**src/rtl/mc_controller.sv**
```systemverilog
// Multi-cycle MIPS-subset control FSM. Controls are registered from the next state
// so they change only on clk edges; pcen and irwrite also look at zero/mem_ready.
module mc_controller #(
  parameter bit MEM_HANDSHAKE = 1'b1,
  parameter bit SUPPORT_JAL   = 1'b1
) (
  input  logic       clk,
  input  logic       reset,
  input  logic [5:0] op,
  input  logic [5:0] funct,
  input  logic       zero,
  input  logic       mem_ready,
  output logic       pcen,
  output logic       iord,
  output logic       irwrite,
  output logic       memread,
  output logic       memwrite,
  output logic       memtoreg,
  output logic       regdst,
  output logic       regwrite,
  output logic       alusrca,
  output logic       signext,
  output logic       shiftl16,
  output logic       link,
  output logic       illegal,
  output logic [1:0] alusrcb,
  output logic [1:0] pcsrc,
  output logic [3:0] alucontrol,
  output logic [3:0] state
);

  typedef enum logic [3:0] {
    S_FETCH = 4'd0, S_DECODE = 4'd1, S_MEMADR = 4'd2, S_MEMRD = 4'd3,
    S_MEMWB = 4'd4, S_MEMWR  = 4'd5, S_RTEX   = 4'd6, S_RTWB  = 4'd7,
    S_BR    = 4'd8, S_IEX    = 4'd9, S_IWB    = 4'd10, S_JMP  = 4'd11,
    S_JAL   = 4'd12, S_ERR   = 4'd15
  } state_t;

  typedef struct packed {
    logic       memread, iord, memwrite, memtoreg, regdst, regwrite;
    logic       alusrca, signext, shiftl16, link, illegal, pcwrite, branch;
    logic [1:0] alusrcb, pcsrc;
    logic [3:0] alucontrol;
  } ctl_t;

  localparam logic [5:0] OP_RT = 6'b000000, OP_LW = 6'b100011, OP_SW = 6'b101011,
                         OP_BEQ = 6'b000100, OP_BNE = 6'b000101, OP_ADDI = 6'b001000,
                         OP_ADDIU = 6'b001001, OP_ORI = 6'b001101, OP_LUI = 6'b001111,
                         OP_J = 6'b000010, OP_JAL = 6'b000011;

  function automatic logic rt_ok(input logic [5:0] f);
    case (f)
      6'b100000, 6'b100001, 6'b100010, 6'b100011,
      6'b100100, 6'b100101, 6'b101010, 6'b101011: rt_ok = 1'b1;
      default:                                    rt_ok = 1'b0;
    endcase
  endfunction

  function automatic logic [3:0] rt_alu(input logic [5:0] f);
    case (f)
      6'b100010, 6'b100011: rt_alu = 4'b1100;
      6'b100100:            rt_alu = 4'b0000;
      6'b100101:            rt_alu = 4'b0010;
      6'b101010:            rt_alu = 4'b1110;
      6'b101011:            rt_alu = 4'b1111;
      default:              rt_alu = 4'b0100;
    endcase
  endfunction

  // op/funct only matter when entering RTEX/IEX, i.e. sampled in DECODE
  function automatic ctl_t ctl_of(input state_t s, input logic [5:0] o, input logic [5:0] f);
    ctl_t c;
    c = '0;
    case (s)
      S_FETCH:  begin c.memread = 1'b1; c.alusrcb = 2'b01; c.alucontrol = 4'b0100; end
      S_DECODE: begin c.alusrcb = 2'b11; c.alucontrol = 4'b0100; end
      S_MEMADR: begin
        c.alusrca = 1'b1; c.alusrcb = 2'b10; c.signext = 1'b1; c.alucontrol = 4'b0100;
      end
      S_MEMRD:  begin c.memread = 1'b1; c.iord = 1'b1; end
      S_MEMWB:  begin c.regwrite = 1'b1; c.memtoreg = 1'b1; end
      S_MEMWR:  begin c.memwrite = 1'b1; c.iord = 1'b1; end
      S_RTEX:   begin c.alusrca = 1'b1; c.alucontrol = rt_alu(f); end
      S_RTWB:   begin c.regwrite = 1'b1; c.regdst = 1'b1; end
      S_BR:     begin
        c.alusrca = 1'b1; c.alucontrol = 4'b1100; c.branch = 1'b1; c.pcsrc = 2'b01;
      end
      S_IEX:    begin
        c.alusrca = 1'b1; c.alusrcb = 2'b10;
        case (o)
          OP_ORI:  c.alucontrol = 4'b0010;
          OP_LUI:  begin c.shiftl16 = 1'b1; c.alucontrol = 4'b0100; end
          default: begin c.signext = 1'b1; c.alucontrol = 4'b0100; end
        endcase
      end
      S_IWB:    c.regwrite = 1'b1;
      S_JMP:    begin c.pcwrite = 1'b1; c.pcsrc = 2'b10; end
      S_JAL:    begin c.pcwrite = 1'b1; c.pcsrc = 2'b10; c.regwrite = 1'b1; c.link = 1'b1; end
      default:  c.illegal = 1'b1;
    endcase
    return c;
  endfunction

  state_t st, nxt;
  ctl_t   c_q;
  logic   rdy, is_sw, bne;

  assign rdy = MEM_HANDSHAKE ? mem_ready : 1'b1;

  always_comb begin
    nxt = st;
    case (st)
      S_FETCH:  nxt = rdy ? S_DECODE : S_FETCH;
      S_DECODE: begin
        case (op)
          OP_LW, OP_SW:                      nxt = S_MEMADR;
          OP_RT:                             nxt = S_RTEX;
          OP_BEQ, OP_BNE:                    nxt = S_BR;
          OP_ADDI, OP_ADDIU, OP_ORI, OP_LUI: nxt = S_IEX;
          OP_J:                              nxt = S_JMP;
          OP_JAL:                            nxt = SUPPORT_JAL ? S_JAL : S_ERR;
          default:                           nxt = S_ERR;
        endcase
      end
      S_MEMADR: nxt = is_sw ? S_MEMWR : S_MEMRD;
      S_MEMRD:  nxt = rdy ? S_MEMWB : S_MEMRD;
      S_MEMWR:  nxt = rdy ? S_FETCH : S_MEMWR;
      S_RTEX:   nxt = rt_ok(funct) ? S_RTWB : S_ERR;
      S_IEX:    nxt = S_IWB;
      S_MEMWB, S_RTWB, S_BR, S_IWB, S_JMP, S_JAL: nxt = S_FETCH;
      default:  nxt = S_ERR;
    endcase
  end

  always_ff @(posedge clk or negedge reset) begin
    if (!reset) begin
      st    <= S_FETCH;
      c_q   <= ctl_of(S_FETCH, 6'd0, 6'd0);
      is_sw <= 1'b0;
      bne   <= 1'b0;
    end else begin
      st  <= nxt;
      c_q <= ctl_of(nxt, op, funct);
      if (st == S_DECODE) begin
        is_sw <= (op == OP_SW);
        bne   <= op[0];
      end
    end
  end

  assign irwrite    = reset & (st == S_FETCH) & rdy;
  assign pcen       = reset & (irwrite | c_q.pcwrite | (c_q.branch & (zero ^ bne)));
  assign state      = st;
  assign iord       = c_q.iord;
  assign memread    = c_q.memread;
  assign memwrite   = c_q.memwrite;
  assign memtoreg   = c_q.memtoreg;
  assign regdst     = c_q.regdst;
  assign regwrite   = c_q.regwrite;
  assign alusrca    = c_q.alusrca;
  assign signext    = c_q.signext;
  assign shiftl16   = c_q.shiftl16;
  assign link       = c_q.link;
  assign illegal    = c_q.illegal;
  assign alusrcb    = c_q.alusrcb;
  assign pcsrc      = c_q.pcsrc;
  assign alucontrol = c_q.alucontrol;

endmodule

```
**config.mk**
```make
export PLATFORM = sky130hd
export DESIGN_NAME = mc_controller
export DESIGN_NICKNAME = d
export VERILOG_FILES = /design/src/rtl/mc_controller.sv
export SDC_FILE = /design/constraint.sdc
export NUM_CORES = 1
export LEC_CHECK = 0
export CAP_MARGIN = 20
export CORE_UTILIZATION = 40
export CTS_CLUSTER_DIAMETER = 120
export CTS_CLUSTER_SIZE = 24
export DETAILED_ROUTE_END_ITERATION = 7
export PLACE_DENSITY_LB_ADDON = 0.3
export SYNTH_ARGS = -nofsm -noshare
export SYNTH_HDL_FRONTEND = slang
export SYNTH_SLANG_ARGS = --single-unit
```
**constraint.sdc**
```tcl
create_clock -name clk -period 3.55 [get_ports clk]
set_clock_uncertainty 0.1 [all_clocks]
set_input_delay 0.5325 -clock clk [delete_from_list [all_inputs] [get_ports clk]]
set_output_delay 0.5325 -clock clk [all_outputs]
set_load 0.01 [all_outputs]
```
==> metrics.md <==
| Metric | Value |
|---|---|
| Crit Path Max Fanout | `16` |
| DRC errors left | `0` |
| H-Tree Depth | `1` |
| Vias/cell | `5.31` |
| ANT nets after route | `0` |
| Crit path required time | `3630 ps` |
| Crit path time final | `about 2700 ps` |
| Critical path arrival | `about 2800 ps` |
| Asr flop ratio synth | `100%` |
| Cells after DPL | `roughly 230` |
| Gr usage total | `16.0%` |
| Max Cap Violations | `0` |
| Chip Width | `between 60 and 70 um` |
| Syn nets | `about 180` |
| CTS Root Cell | `clkbuf_8` |
| Finished Layout Cells | `~240` |
| Post-synth EDFFs | `0` |
| Cell Area, Synth | `1550 um^2` |
| Synth warnings | `0` |
| Clk slew on worst S/H paths | `90 ps` |
| Gr ovfl total | `0` |
| Upper clock frequency limit | `366 MHz` |
| R2r setup slk | `950 ps` |
| Critical R2R Launch | `state[0]` |
| Final core utilization | `53.1%` |
| Number of global-route vias before repair | `~1.1k` |
| Main flop type after synthesis | `dfrtp_1` |
| PD cells | `approximately 840 nW/um^2` |
| Core ar. | `~3700 um^2` |
| Worst setup path end | `alucontrol[1]` |
| Slew margin rel. | `49.9%` |
| Hold Crit Class | `flop to flop` |
| Syn_area_per_cell | `9.53 um^2` |
| Routed WL | `between 3 and 4 mm` |
| Worst Setup SP | `op[1]` |
| Worst Reg2Reg Path Length in Cells | `6` |
| CP endpoint kind | `flop` |
| # nets final | `206` |
| Routed WL per cell | `about 13 um` |
| Router iterations before antenna repair | `4` |
| Final hold violation count | `0` |
| Actual slew at the worst max-slew pin | `752 ps` |
| Leak Pwr | `just over 0.8 nW` |
| CP max stage cell | `clkdlybuf4s50_1` |
| Final setup vio count | `0` |
| CTS buffer count | `3` |
| DR iter-0 viols | `33` |
| Crit-path cells | `clkdlybuf4s50_1, nand2b_1, nor4_1, or4_1, o2111ai_2, or3b_4, o32ai_2` |
| R2r endpoint | `alucontrol[1]` |
| Filler cells | `around 340` |
| Gate Count Post-Synth | `163` |
| Slowest stage delay, CP | `660 ps` |
| I/O pins | `41` |
| #FFs+latches synth | `26` |
| Detailed-route via count | `1258` |
| Worst setup margin | `817 ps` |
| Initial antenna violation count | `0` |
| Crit share post-route | `about three quarters` |
| Status | `finished, final reports clean` |
| RSZ-0062 raised after global routing | `no` |
| PortBufs | `40` |
| Largest net degree at the start of global routing | `27` |
| Yosys cell types | `55` |
| Initial Util | `42.1%` |
| Clock Latency Late Sink | `270 ps` |
| VDD IR max | `262 uV` |
| Fin Setup TNS | `0 ps` |
| DP Wirelength | `2.39 mm` |
| CTS max path bufs | `2` |
| # hold bufs at CTS | `0` |
| N_diodes | `0` |
| Setup Crit Path Kind | `input pin to flop` |
| Number of setup buffers added after CTS | `0` |
| Die Area | `4140 um^2` |
| Crit start category | `input pin` |
| Sequential area share after synthesis | `about 42%` |
| Sink Count | `26` |
| First-pass GRT wire length | `5.00 mm` |
| Layout cells sized above 1 | `between 10% and 20%` |
| Layout Area Growth over Synthesis | `26.1%` |
| Die Span Y | `64.3 um` |
| CTS tree | `done` |
| Cell row count | `22` |
| Pre-CTS worst setup slack | `516 ps` |
| Fin. max-slew vios | `0` |
| GPL Wtd Cong | `between 0.8 and 0.9` |
| Post-CTS sizing | `0` |
## power by group
group	internal [mW]	leakage, nW	switching (mW)
clock	0.151	0.0357	0.0897
combinational	0.421	0.444	0.489
sequential	0.408	0.337	0.0932
## state kept, by name, summed over array words and instances, names as in the netlist, 2 cells and up
name	flops
alucontrol	4
state	4
alusrcb	2
pcsrc	2
## cells in the final DEF, fill, tap and decap left out, types with 6 or more instances in the layout
cell type        count
nand3_1              7
nand2b_1             6
nand2_1             16
nor2_1              11
clkdlybuf4s50_1     40
a21oi_1              6
dfrtp_1             23
inv_1                8
## cell type report
class | count | area (um^2) | area share [%]
Sequential cell | 26 | 654 | 33.4
Clock inverter | 1 | 30.0 | 1.53
Clock buffer | 3 | 41.3 | 2.11
Tap cell | 48 | 60.1 | 3.07
Inverter | 8 | 30.0 | 1.53
Multi-Input combinational cell | 110 | 736 | 37.5
Timing Repair Buffer | 41 | 408 | 20.8
## through the flow
step,power (mW),instance area (um^2),hold WS [ps]
after CTS,1.65,1960,428
after detailed placement,1.42,1890,405
after global routing,1.77,1960,443
final,1.65,1960,416
after floorplan,1.19,1550,137
after global placement,1.40,1890,399
## critical path, delay by kind of cell
family	cells	cell delay [ps]
buffers and inverters	1	660
AO/OA/AOI/OAI	2	530
AND/OR/NAND/NOR	4	1090
## synth_stat cells, drive strengths merged (2+ instances only)
cell,count,area (um^2)
nor2,11,41.3
dfstp,3,78.8
nor3,3,15.0
o211ai,4,35.0
nand3,7,35.0
inv,8,30.0
and2b,3,22.5
a211oi,3,22.5
or2,3,18.8
nand2b,6,37.5
o22ai,2,12.5
buf,19,134
or3,3,18.8
dfrtp,23,576
a21oi,7,38.8
a21boi,4,30.0
nor4,4,40.0
nor2b,3,21.3
nand3b,3,35.0
nand2,17,66.3
nor3b,2,20.0
and3,2,12.5
o21ai,3,15.0
## worst min-delay path by stage
stage | start | end | slack [ps] | depth (start not counted)
final | bne | bne | 420 | 2
after global routing | bne | bne | 440 | 2
after CTS | bne | bne | 430 | 2
after detailed placement | bne | bne | 400 | 2
after global placement | bne | bne | 400 | 2
after floorplan | reset | alucontrol[0] | 140 | 0
## logic make-up after synthesis
logic type / Yosys count / share of synthesized area, %
and+or+nand+nor: 74 / 28.6
AOI/OAI and AO/OA: 33 / 17.0
xor gates and xnor gates: 2 / 1.13
muxes: 1 / 0.644
DFF: 26 / 42.1
buffers and inverters: 27 / 10.5
## metal layers
metal,GRT usage (%),wire length [um]
met5,0,0
met4,7.50,57
met3,1.79,137
met2,26.3,1460
met1,20.7,1460
Power figures use the tool's default switching activity.
